<file path="src/rtl/regfile_pkg.sv">
// Shared widths, constants and arbiter state encoding for the register-file
// writeback controller.
package regfile_pkg;

  localparam int REG_ADDR_W      = 5;
  localparam int DATA_W          = 32;
  localparam int NUM_REGS        = 32;
  localparam int REGWRITE_EN_BIT = 1;

  typedef enum logic {
    LOAD_FIRST = 1'b0,
    ALU_FIRST  = 1'b1
  } arb_state_t;

endpackage

</file>
<file path="src/rtl/wb_arbiter.sv">
// Two-requester writeback arbiter. The load unit normally wins a tie. The ALU
// is promoted for one grant once it has waited STARVE_LIMIT cycles.
//
// state      | meaning
// LOAD_FIRST | wb1 (load) wins a tie; starvation of wb0 is being counted
// ALU_FIRST  | wb0 (ALU) wins a tie; left again after the first wb0 grant
module wb_arbiter
  import regfile_pkg::*;
#(
  parameter int STARVE_LIMIT = 4
) (
  input  logic clk_i,
  input  logic rst_n_i,
  input  logic wb0_valid_i,
  input  logic wb1_valid_i,
  output logic wb0_grant_o,
  output logic wb1_grant_o
);

  localparam int CNT_W = $clog2(STARVE_LIMIT + 1);
  localparam logic [CNT_W-1:0] LIMIT = CNT_W'(STARVE_LIMIT);

  arb_state_t       state_q, state_d;
  logic [CNT_W-1:0] starve_q, starve_d;

  // Grant selection, starvation counting and priority hand-over.
  always_comb begin
    wb0_grant_o = 1'b0;
    wb1_grant_o = 1'b0;
    starve_d    = starve_q;
    state_d     = state_q;

    // Grants are suppressed while reset is asserted.
    if (rst_n_i) begin
      if (state_q == ALU_FIRST) begin
        wb0_grant_o = wb0_valid_i;
        wb1_grant_o = wb1_valid_i & ~wb0_valid_i;
      end else begin
        wb1_grant_o = wb1_valid_i;
        wb0_grant_o = wb0_valid_i & ~wb1_valid_i;
      end
    end

    // The counter saturates at the limit so it can never wrap.
    if (wb0_grant_o) begin
      starve_d = '0;
    end else if (wb0_valid_i && (starve_q != LIMIT)) begin
      starve_d = starve_q + CNT_W'(1);
    end

    case (state_q)
      LOAD_FIRST: if (starve_d == LIMIT) state_d = ALU_FIRST;
      ALU_FIRST:  if (wb0_grant_o)       state_d = LOAD_FIRST;
      default:                           state_d = LOAD_FIRST;
    endcase
  end

  // Arbiter state register.
  always_ff @(posedge clk_i) begin
    if (!rst_n_i) begin
      state_q  <= LOAD_FIRST;
      starve_q <= '0;
    end else begin
      state_q  <= state_d;
      starve_q <= starve_d;
    end
  end

endmodule

</file>
<file path="src/rtl/regfile_wb_scoreboard.sv">
// Controller in front of the 32x32 register file: busy scoreboard with an
// outstanding-write limit, issue stall on RAW/WAW hazards, and a registered
// single write port fed by the two writeback requesters.
module regfile_wb_scoreboard
  import regfile_pkg::*;
#(
  parameter int MAX_PEND     = 8,
  parameter int STARVE_LIMIT = 4
) (
  input  logic                  clk_i,
  input  logic                  rst_n_i,
  input  logic                  issue_valid_i,
  input  logic [REG_ADDR_W-1:0] issue_rs_i,
  input  logic [REG_ADDR_W-1:0] issue_rt_i,
  input  logic [REG_ADDR_W-1:0] issue_rd_i,
  input  logic                  issue_wr_i,
  output logic                  issue_ready_o,
  input  logic                  wb0_valid_i,
  input  logic [REG_ADDR_W-1:0] wb0_addr_i,
  input  logic [DATA_W-1:0]     wb0_data_i,
  output logic                  wb0_ready_o,
  input  logic                  wb1_valid_i,
  input  logic [REG_ADDR_W-1:0] wb1_addr_i,
  input  logic [DATA_W-1:0]     wb1_data_i,
  output logic                  wb1_ready_o,
  output logic [1:0]            rf_regwrite_o,
  output logic [REG_ADDR_W-1:0] rf_waddr_o,
  output logic [DATA_W-1:0]     rf_wdata_o,
  output logic [NUM_REGS-1:0]   busy_o,
  output logic                  err_o
);

  localparam int PEND_W = $clog2(MAX_PEND + 1);
  localparam logic [PEND_W-1:0] PEND_MAX = PEND_W'(MAX_PEND);

  logic [NUM_REGS-1:0]   busy_q, busy_d;
  logic [PEND_W-1:0]     pend_q, pend_d;
  logic                  rf_we_q, rf_we_d;
  logic [REG_ADDR_W-1:0] rf_waddr_q, rf_waddr_d;
  logic [DATA_W-1:0]     rf_wdata_q, rf_wdata_d;
  logic                  err_q, err_d;

  logic                  grant_any;
  logic [REG_ADDR_W-1:0] grant_addr;
  logic [DATA_W-1:0]     grant_data;
  logic                  issue_set;
  logic                  commit_hit;

  wb_arbiter #(
    .STARVE_LIMIT (STARVE_LIMIT)
  ) u_arb (
    .clk_i       (clk_i),
    .rst_n_i     (rst_n_i),
    .wb0_valid_i (wb0_valid_i),
    .wb1_valid_i (wb1_valid_i),
    .wb0_grant_o (wb0_ready_o),
    .wb1_grant_o (wb1_ready_o)
  );

  // Issue acceptance from registered state only; a committing register
  // still reads busy, so it frees one cycle after its commit edge.
  always_comb begin
    issue_ready_o = rst_n_i
                  & ~busy_q[issue_rs_i]
                  & ~busy_q[issue_rt_i]
                  & ~(issue_wr_i & busy_q[issue_rd_i])
                  & ((pend_q < PEND_MAX) | ~issue_wr_i | (issue_rd_i == '0));
    issue_set     = issue_valid_i & issue_ready_o & issue_wr_i
                  & (issue_rd_i != '0);
  end

  // Writeback mux; grants are one-hot so wb0 selection is sufficient.
  always_comb begin
    grant_any  = wb0_ready_o | wb1_ready_o;
    grant_addr = wb0_ready_o ? wb0_addr_i : wb1_addr_i;
    grant_data = wb0_ready_o ? wb0_data_i : wb1_data_i;
  end

  // Next state for scoreboard, pending count, write port and error flag.
  // The commit happens on the edge after the write port is loaded.
  always_comb begin
    commit_hit = rf_we_q & busy_q[rf_waddr_q];

    busy_d = busy_q;
    if (commit_hit) busy_d[rf_waddr_q] = 1'b0;
    if (issue_set)  busy_d[issue_rd_i] = 1'b1;
    busy_d[0] = 1'b0;

    pend_d = pend_q;
    case ({issue_set, commit_hit})
      2'b10:   pend_d = pend_q + PEND_W'(1);
      2'b01:   pend_d = pend_q - PEND_W'(1);
      default: pend_d = pend_q;
    endcase

    // A write to r0 is consumed without touching the file.
    rf_we_d    = grant_any & (grant_addr != '0);
    rf_waddr_d = rf_we_d ? grant_addr : rf_waddr_q;
    rf_wdata_d = rf_we_d ? grant_data : rf_wdata_q;

    err_d = err_q | (rf_we_q & ~busy_q[rf_waddr_q]);
  end

  // State registers; reset drops any in-flight write.
  always_ff @(posedge clk_i) begin
    if (!rst_n_i) begin
      busy_q     <= '0;
      pend_q     <= '0;
      rf_we_q    <= 1'b0;
      rf_waddr_q <= '0;
      rf_wdata_q <= '0;
      err_q      <= 1'b0;
    end else begin
      busy_q     <= busy_d;
      pend_q     <= pend_d;
      rf_we_q    <= rf_we_d;
      rf_waddr_q <= rf_waddr_d;
      rf_wdata_q <= rf_wdata_d;
      err_q      <= err_d;
    end
  end

  // Register file drive.
  always_comb begin
    rf_regwrite_o                  = 2'b00;
    rf_regwrite_o[REGWRITE_EN_BIT] = rf_we_q;
    rf_waddr_o                     = rf_waddr_q;
    rf_wdata_o                     = rf_wdata_q;
    busy_o                         = busy_q;
    err_o                          = err_q;
  end

endmodule
</file>
<file path="config.mk">
export PLATFORM = sky130hd
export DESIGN_NAME = regfile_wb_scoreboard
export DESIGN_NICKNAME = d
export VERILOG_FILES = /design/src/rtl/regfile_pkg.sv /design/src/rtl/wb_arbiter.sv /design/src/rtl/regfile_wb_scoreboard.sv
export SDC_FILE = /design/constraint.sdc
export NUM_CORES = 1
export LEC_CHECK = 0
export CAP_MARGIN = 20
export CORE_ASPECT_RATIO = 0.9
export CORE_MARGIN = 2
export CORE_UTILIZATION = 25
export CTS_CLUSTER_DIAMETER = 120
export DETAILED_ROUTE_END_ITERATION = 8
export GPL_TIMING_DRIVEN = 0
export PLACE_DENSITY = 0.59
export SLEW_MARGIN = 40
export SYNTH_ARGS = -nofsm -noshare
export SYNTH_HDL_FRONTEND = slang
export SYNTH_SLANG_ARGS = --single-unit
</file>
<file path="constraint.sdc">
create_clock -name clk_i -period 5.45 [get_ports clk_i]
set_clock_uncertainty 0.15 [all_clocks]
set_input_delay 1.09 -clock clk_i [delete_from_list [all_inputs] [get_ports clk_i]]
set_output_delay 1.09 -clock clk_i [all_outputs]
set_load 0.1 [all_outputs]
</file>
==> results.sh, run 1 <==
export IMPL_status="finished, final reports clean"
export IMPL_internal_power_w=0.00122
export IMPL_grt_first_pass_wirelength_um=26600
export IMPL_grt_pass1_vias=4701
export IMPL_io_buffers=161
export IMPL_power_density_nw_per_um2=280
export IMPL_antenna_found_initial=0
export IMPL_seq_area_frac_synth=0.334
export IMPL_final_antenna_net_count=0
export IMPL_power_frac_seq=0.338
export IMPL_whs_ns=0.310
export IMPL_hold_path_class="flip-flop to flip-flop"
export IMPL_drc=0
export IMPL_p_leak_nw=2.57
export IMPL_wl_um=17000
export IMPL_cts_buffers=9
export IMPL_fin_util=0.360
export IMPL_ioPinCount=170
export IMPL_finalHoldViolations=0
export IMPL_swShare=0.340
export IMPL_cp_required_ns=4.21
export IMPL_ys_ff_latch=78
export IMPL_clkPwrFrac=0.384
export IMPL_initial_core_util=0.255
export IMPL_grt_max_degree=13
export IMPL_max_vdd_ir_drop_v=0.000201
export IMPL_wl_per_cell_um=17.6
export IMPL_cts_hold_buf=0
export IMPL_synth_ff_type="dfxtp_1"
export IMPL_syn_area_per_cell_um2=8.70
export IMPL_combinationalPowerShare=0.278
export IMPL_drtIter0Drc=302
export IMPL_final_common_cell="clkdlybuf4s50_1"
export IMPL_ctsRootBufferMaster="clkbuf_16"
export IMPL_htreeDepth=3
export IMPL_slowest_stage="nor3_1"
export IMPL_clk_path_buf_depth=2
export IMPL_areaGrowthSynthToFinish_pct=41.0
export IMPL_worstPathArrival_ns=3.97
export IMPL_core_area_um2=18300
export IMPL_hpwlAfterDp_um=13000
export IMPL_critPathTopFamily="buffers and inverters"
export IMPL_postCtsSetupBuffers=0
export IMPL_cp_max_fo=10
export IMPL_fin_crit_ns=5.21
export IMPL_synthesis_area_um2=4680
export IMPL_tightest_slew_ns=0.849
export IMPL_setup_ws_ns=0.237
export IMPL_ys_types=61
export IMPL_dr_pass1_iters=4
export IMPL_switching_power_w=0.000628
export IMPL_pre_cts_ws_ns=0.174
export IMPL_diodes=0
export IMPL_cp_start_kind="input port"
export IMPL_drive_above_1_share=0.192
export IMPL_clk_pin_slew_ns=0.05
export IMPL_via_per_inst=5.21
export IMPL_cts_tree="done"
export IMPL_cts_resized=0
export IMPL_grt_remaining_overflow=0
export IMPL_clock_latency_ns=0.33
export IMPL_yosysWarnings=0
export IMPL_die_w_um=148
export IMPL_gp_congestion=0.862
export IMPL_cap_violations=0
export IMPL_num_vias=5015
export IMPL_period_share=0.956
export IMPL_crit_path_end_kind="output pin"
export IMPL_finalNonFillerCells=962
export IMPL_setup_viol=0
export IMPL_cp_cell_sequence="clkdlybuf4s50_1 -> clkbuf_1 -> nor3_1 -> and2_1 -> o21ai_0 -> a311oi_2 -> nand3_2 -> buf_6 -> a21oi_1 -> buf_2"
export IMPL_layout_common_cells="clkdlybuf4s50_1, buf_2, nand2_1"
export IMPL_worstSetupPathType="input port to output pin"
export IMPL_grt_use_total=0.168
export IMPL_chipHeight_um=134
export IMPL_die_area_um2=19800
export IMPL_relSlewSlack=0.433
export IMPL_report_final_slew_viol_count=0
export IMPL_synth_edf_count=0
export IMPL_rows=47
export IMPL_critical_path_max_stage_delay_ns=0.49
export IMPL_synthCells=538
export IMPL_cts_sinks=78
export IMPL_rsz0062_at_grt="false"
export IMPL_async_flop_share=0
export IMPL_critical_path_buf_inv_count=4
export IMPL_clock_fmax_mhz=192
export IMPL_place_inst=945
export IMPL_nNetsFinal=812
-- tightest hold or removal path: stages, from the launching register on --
cell and delay (ns):
dfxtp_1 0.32, a21oi_1 0.04, nor2_1 0.06
-- registers in the layout, summed over array words and instances (netlist names) --
register	flops
rf_wdata_o	32
busy_o	31
rf_waddr_o	5
pend_q	4
u_arb.starve_q	3
err_o	1
rf_we_q	1
u_arb.state_q	1
-- path summary, 6_finish.rpt --
check	startpoint	to	slack, ns	cells after the start
max	issue_rd_i[3]	issue_ready_o	0.24	10
min	err_o	err_o	0.31	2
max reg2reg	busy_o[31]	pend_q[2]	1.62	12
min reg2reg	err_o	err_o	0.31	2
-- layer usage --
layer  wire length [µm]  global-route usage  vias to the layer above  share of wire
li1                   -                   -                     2402              -
met1               7750               0.245                     2391           0.46
met2               7630               0.255                      210           0.45
met3               1340              0.0340                       12          0.079
met4                233              0.0402                        0          0.014
met5                  0                   0                        -              0
-- power groups by stage --
stage	Combinational (W)	Sequential [W]	Clock (W)
finish	0.000514	0.000624	0.000708
global route	0.000543	0.000627	0.000749
CTS	0.000515	0.000624	0.000723
detailed placement	0.000515	0.000636	0
global placement	0.000544	0.000636	0
floorplan	0.000164	0.000839	0
-- through the flow --
step	cell area (µm²)	power [W]	setup TNS, ns
final	6600	0.00185	0
after detailed placement	6240	0.00115	0
after floorplan	4690	0.00100	0
after global placement	6600	0.00118	-0.437
after CTS	6590	0.00186	0
after global routing	6600	0.00192	0
-- cell usage after synthesis, types with 2 or more instances --
cell type,n,area share
dfxtp_1,78,0.33
or3_1,4,0.0053
nor4_1,3,0.0040
mux4_2,18,0.087
nor2_1,54,0.043
o22ai_1,2,0.0027
and3b_1,2,0.0037
nand3b_1,4,0.0064
o211ai_1,35,0.056
buf_2,10,0.011
o2111ai_1,2,0.0037
mux2i_1,13,0.028
nand2b_1,7,0.0094
ha_1,5,0.013
a22oi_1,5,0.0080
mux2_2,10,0.024
xnor2_1,2,0.0037
inv_1,8,0.0064
nor4b_1,2,0.0037
clkbuf_1,27,0.022
nand3_1,12,0.013
a311oi_1,37,0.069
nand2_1,82,0.066
o41ai_1,10,0.019
a21oi_1,7,0.0075
nor2b_1,12,0.016
nor3_1,4,0.0043
o21ai_0,25,0.027
buf_4,3,0.0048
buf_6,4,0.0096
or4_1,4,0.0064
a221oi_1,3,0.0056
nand4_1,8,0.011
a31oi_1,3,0.0040
xor2_1,4,0.0075
buf_1,2,0.0016
nor3b_1,3,0.0048
-- kinds of logic (layout without fill, tap and decap cells) --
logic type,Yosys count,after routing,share of synthesized area
AND/OR/NAND/NOR,207,207,0.208
XOR/XNOR,6,6,0.0112
adder cells (fa/ha/maj),5,5,0.0134
buffers and inverters,55,233,0.0556
other,1,2,0.000801
AO/OA/AOI/OAI,143,143,0.231
flip-flops,78,78,0.334
multiplexers,43,43,0.146
-- area by class of cell --
| class | count | area [µm²] |
|---|---|---|
| tap | 245 | 307 |
| fill | 1980 | 11700 |
| timing repair buffer | 162 | 1250 |
| sequential | 78 | 1560 |
| clock inverter | 3 | 90.1 |
| inverter | 9 | 33.8 |
| clock buffer | 13 | 260 |
| multi-input combinational | 406 | 2870 |
| buffer | 46 | 226 |
No activity file was read; power rests on OpenSTA's default activity.
==> run 2, diff against run 1 <==
--- a/config.mk
+++ b/config.mk
@@ -5,6 +5,7 @@
 export SDC_FILE = /design/constraint.sdc
 export NUM_CORES = 1
 export LEC_CHECK = 0
+export ABC_AREA = 1
 export CAP_MARGIN = 20
 export CORE_ASPECT_RATIO = 0.9
 export CORE_MARGIN = 2
@@ -12,7 +13,8 @@
 export CTS_CLUSTER_DIAMETER = 120
 export DETAILED_ROUTE_END_ITERATION = 8
 export GPL_TIMING_DRIVEN = 0
-export PLACE_DENSITY = 0.59
+export HOLD_SLACK_MARGIN = 0.15
+export PLACE_DENSITY = 0.57
 export SLEW_MARGIN = 40
 export SYNTH_ARGS = -nofsm -noshare
 export SYNTH_HDL_FRONTEND = slang
==> run 2 against run 1 <==
  * Clock power down 11%
  * First-iteration DRC count up 58%
  * Wire length up 33%
  * Combinational power up 12%
  * Via count up 32%
  * Count of clock-buffer cells in the layout down 3
  * Fmax up 7.4%
  * Die area up 16%
  * Design area up 12%
  * Core utilization down 1.7 points
  * Power down 0.73%
  * Highest routed layer unchanged
==> results.sh, run 2 <==
export IMPL_synthCells=928
export IMPL_core_area_um2=21500
export IMPL_async_flop_share=0
export IMPL_switching_power_w=0.000717
export IMPL_period_share=0.891
export IMPL_drc=0
export IMPL_htreeDepth=3
export IMPL_final_common_cell="nand2_1"
export IMPL_yosys_area_top_type_share=0.287
export IMPL_power_frac_seq=0.340
export IMPL_cts_sinks=78
export IMPL_nNetsFinal=1203
export IMPL_status="finished, final reports clean"
export IMPL_pre_cts_ws_ns=0.621
export IMPL_io_buffers=163
export IMPL_seq_area_frac_synth=0.287
export IMPL_synth_common_cells="nand2_1, nor2_1, nand3_1"
export IMPL_final_area_um2=7380
export IMPL_drive_above_1_share=0.132
export IMPL_ctsRootBufferMaster="clkbuf_16"
export IMPL_diodes=0
export IMPL_postCtsSetupBuffers=0
export IMPL_grt_remaining_overflow=0
export IMPL_internal_power_w=0.00111
export IMPL_ys_ff_latch=78
export IMPL_wl_um=22500
export IMPL_worstPathArrival_ns=3.61
export IMPL_setup_ws_ns=0.596
export IMPL_layout_common_cells="nand2_1, nor2_1, nand3_1"
export IMPL_cap_violations=0
export IMPL_yosysWarnings=0
export IMPL_synth_top_area_cell="dfxtp_1"
export IMPL_clk_pin_slew_ns=0.07
export IMPL_cts_buffers=9
export IMPL_fin_crit_ns=4.85
export IMPL_cp_start_kind="input port"
export IMPL_ioPinCount=170
export IMPL_synth_edf_count=0
export IMPL_areaGrowthSynthToFinish_pct=35.5
export IMPL_power_density_nw_per_um2=248
export IMPL_cts_hold_buf=0
export IMPL_clock_fmax_mhz=206
export IMPL_gp_congestion=0.915
export IMPL_finalHoldViolations=0
export IMPL_die_w_um=160
export IMPL_cts_tree="done"
export IMPL_ys_types=35
export IMPL_grt_use_total=0.190
export IMPL_synthesis_area_um2=5450
export IMPL_report_final_slew_viol_count=0
export IMPL_cts_resized=0
export IMPL_hpwlAfterDp_um=17400
export IMPL_crit_path_end_kind="output pin"
export IMPL_synth_top_cells_by_area="dfxtp_1, nand2_1, nor2_1"
export IMPL_die_area_um2=23000
export IMPL_via_per_inst=4.73
export IMPL_swShare=0.392
export IMPL_rsz0062_at_grt="false"
export IMPL_combinationalPowerShare=0.315
export IMPL_relSlewSlack=0.566
export IMPL_worstSetupPathType="input port to output pin"
export IMPL_largest_reg_flops=32
export IMPL_initial_core_util=0.253
export IMPL_syn_area_per_cell_um2=5.87
export IMPL_cp_max_fo=5
export IMPL_r2r_slack_ns=2.39
export IMPL_hold_path_class="flip-flop to flip-flop"
export IMPL_rows=51
export IMPL_cp_required_ns=4.21
export IMPL_final_antenna_net_count=0
export IMPL_grt_max_degree=15
export IMPL_grt_pass1_vias=6023
export IMPL_total_power_w=0.00183
export IMPL_p_leak_nw=3.29
export IMPL_synth_most_common_cell="nand2_1"
export IMPL_dr_pass1_iters=5
export IMPL_clkPwrFrac=0.345
export IMPL_clk_path_buf_depth=2
export IMPL_setup_viol=0
export IMPL_tightest_slew_ns=0.652
export IMPL_chipHeight_um=144
export IMPL_antenna_found_initial=0
export IMPL_wl_per_cell_um=16.1
export IMPL_grt_first_pass_wirelength_um=33700
export IMPL_dpl_cell_area_um2=7080
export IMPL_drtIter0Drc=477
export IMPL_synth_ff_type="dfxtp_1"
export IMPL_max_vdd_ir_drop_v=0.000132
export IMPL_clock_latency_ns=0.35
export IMPL_num_vias=6612
## run 2: changes by cell type after synthesis, sizes merged, moves of 13 or more
| cell | before | now |
|---|---|---|
| nand2 | 82 | 275 |
| nor2 | 54 | 151 |
| inv | 8 | 87 |
| nand3 | 13 | 92 |
| a311oi | 38 | 0 |
| o21ai | 25 | 61 |
| a21oi | 7 | 42 |
| o211ai | 35 | 4 |
| buf | 19 | 45 |
| nand4 | 8 | 32 |
| mux4 | 19 | 0 |
| clkbuf | 27 | 11 |
| mux2i | 13 | 0 |
## run 2: cells by family after synthesis
logic type	count (synthesis)	share of synthesized area
adder cells (fa/ha/maj)	5	0.0115
AND/OR/NAND/NOR	569	0.437
AO/OA/AOI/OAI	128	0.131
buffers and inverters	144	0.128
XOR/XNOR	3	0.00483
other	1	0.000689
flip-flops	78	0.287
## run 2: path summary, 6_finish.rpt
kind                       from             to  depth (start not counted)
hold / removal        pend_q[3]      pend_q[3]                          2
setup reg to reg     busy_o[11]      pend_q[2]                         20
hold reg to reg       pend_q[3]      pend_q[3]                          2
setup / recovery  issue_rd_i[3]  issue_ready_o                          8
## run 2: routing by layer
layer | routed length (µm) | vias up | global-route usage
met3 | 2400 | 22 | 0.0585
met4 | 271 | 0 | 0.0445
met5 | 0 | - | 0
li1 | - | 3344 | -
met1 | 9630 | 2912 | 0.238
met2 | 10200 | 334 | 0.322
## run 2: critical path: stages
cell	delay (ns)
clkdlybuf4s50_1	0.51
nor3_1	0.37
nand2_1	0.23
a31oi_1	0.31
nand2_1	0.11
nor2_2	0.30
and2_1	0.24
buf_2	0.45
## run 2: final cells by class
class | count | area (µm²)
plain buffers | 56 | 365
clock buffers | 10 | 229
clock inverters | 6 | 70.1
fillers | 2483 | 14100
inverters | 88 | 334
multi-input cells | 707 | 3190
flip-flops and latches | 78 | 1560
well taps | 291 | 364
repair buffers | 163 | 1270
## run 2: through the flow
| step | std cells | setup TNS (ns) | hold WS, ns | utilization |
|---|---|---|---|---|
| after global placement | 1383 | -0.0856 | 0.307 | 0.346 |
| after detailed placement | 1383 | 0 | 0.309 | 0.329 |
| after CTS | 1399 | 0 | 0.320 | 0.343 |
| after global routing | 1399 | 0 | 0.329 | 0.343 |
| after floorplan | 929 | 0 | 0.290 | - |
| final | 1399 | 0 | 0.322 | 0.343 |
## run 2: power groups by stage
stage	clock (W)	combinational, W	sequential (W)
6_report	0.000631	0.000578	0.000622
3_3_place_gp	0	0.000603	0.000634
4_1_cts	0.000642	0.000576	0.000623
2_1_floorplan	0	0.000214	0.000824
5_1_grt	0.000659	0.000615	0.000626
3_5_place_dp	0	0.000575	0.000635
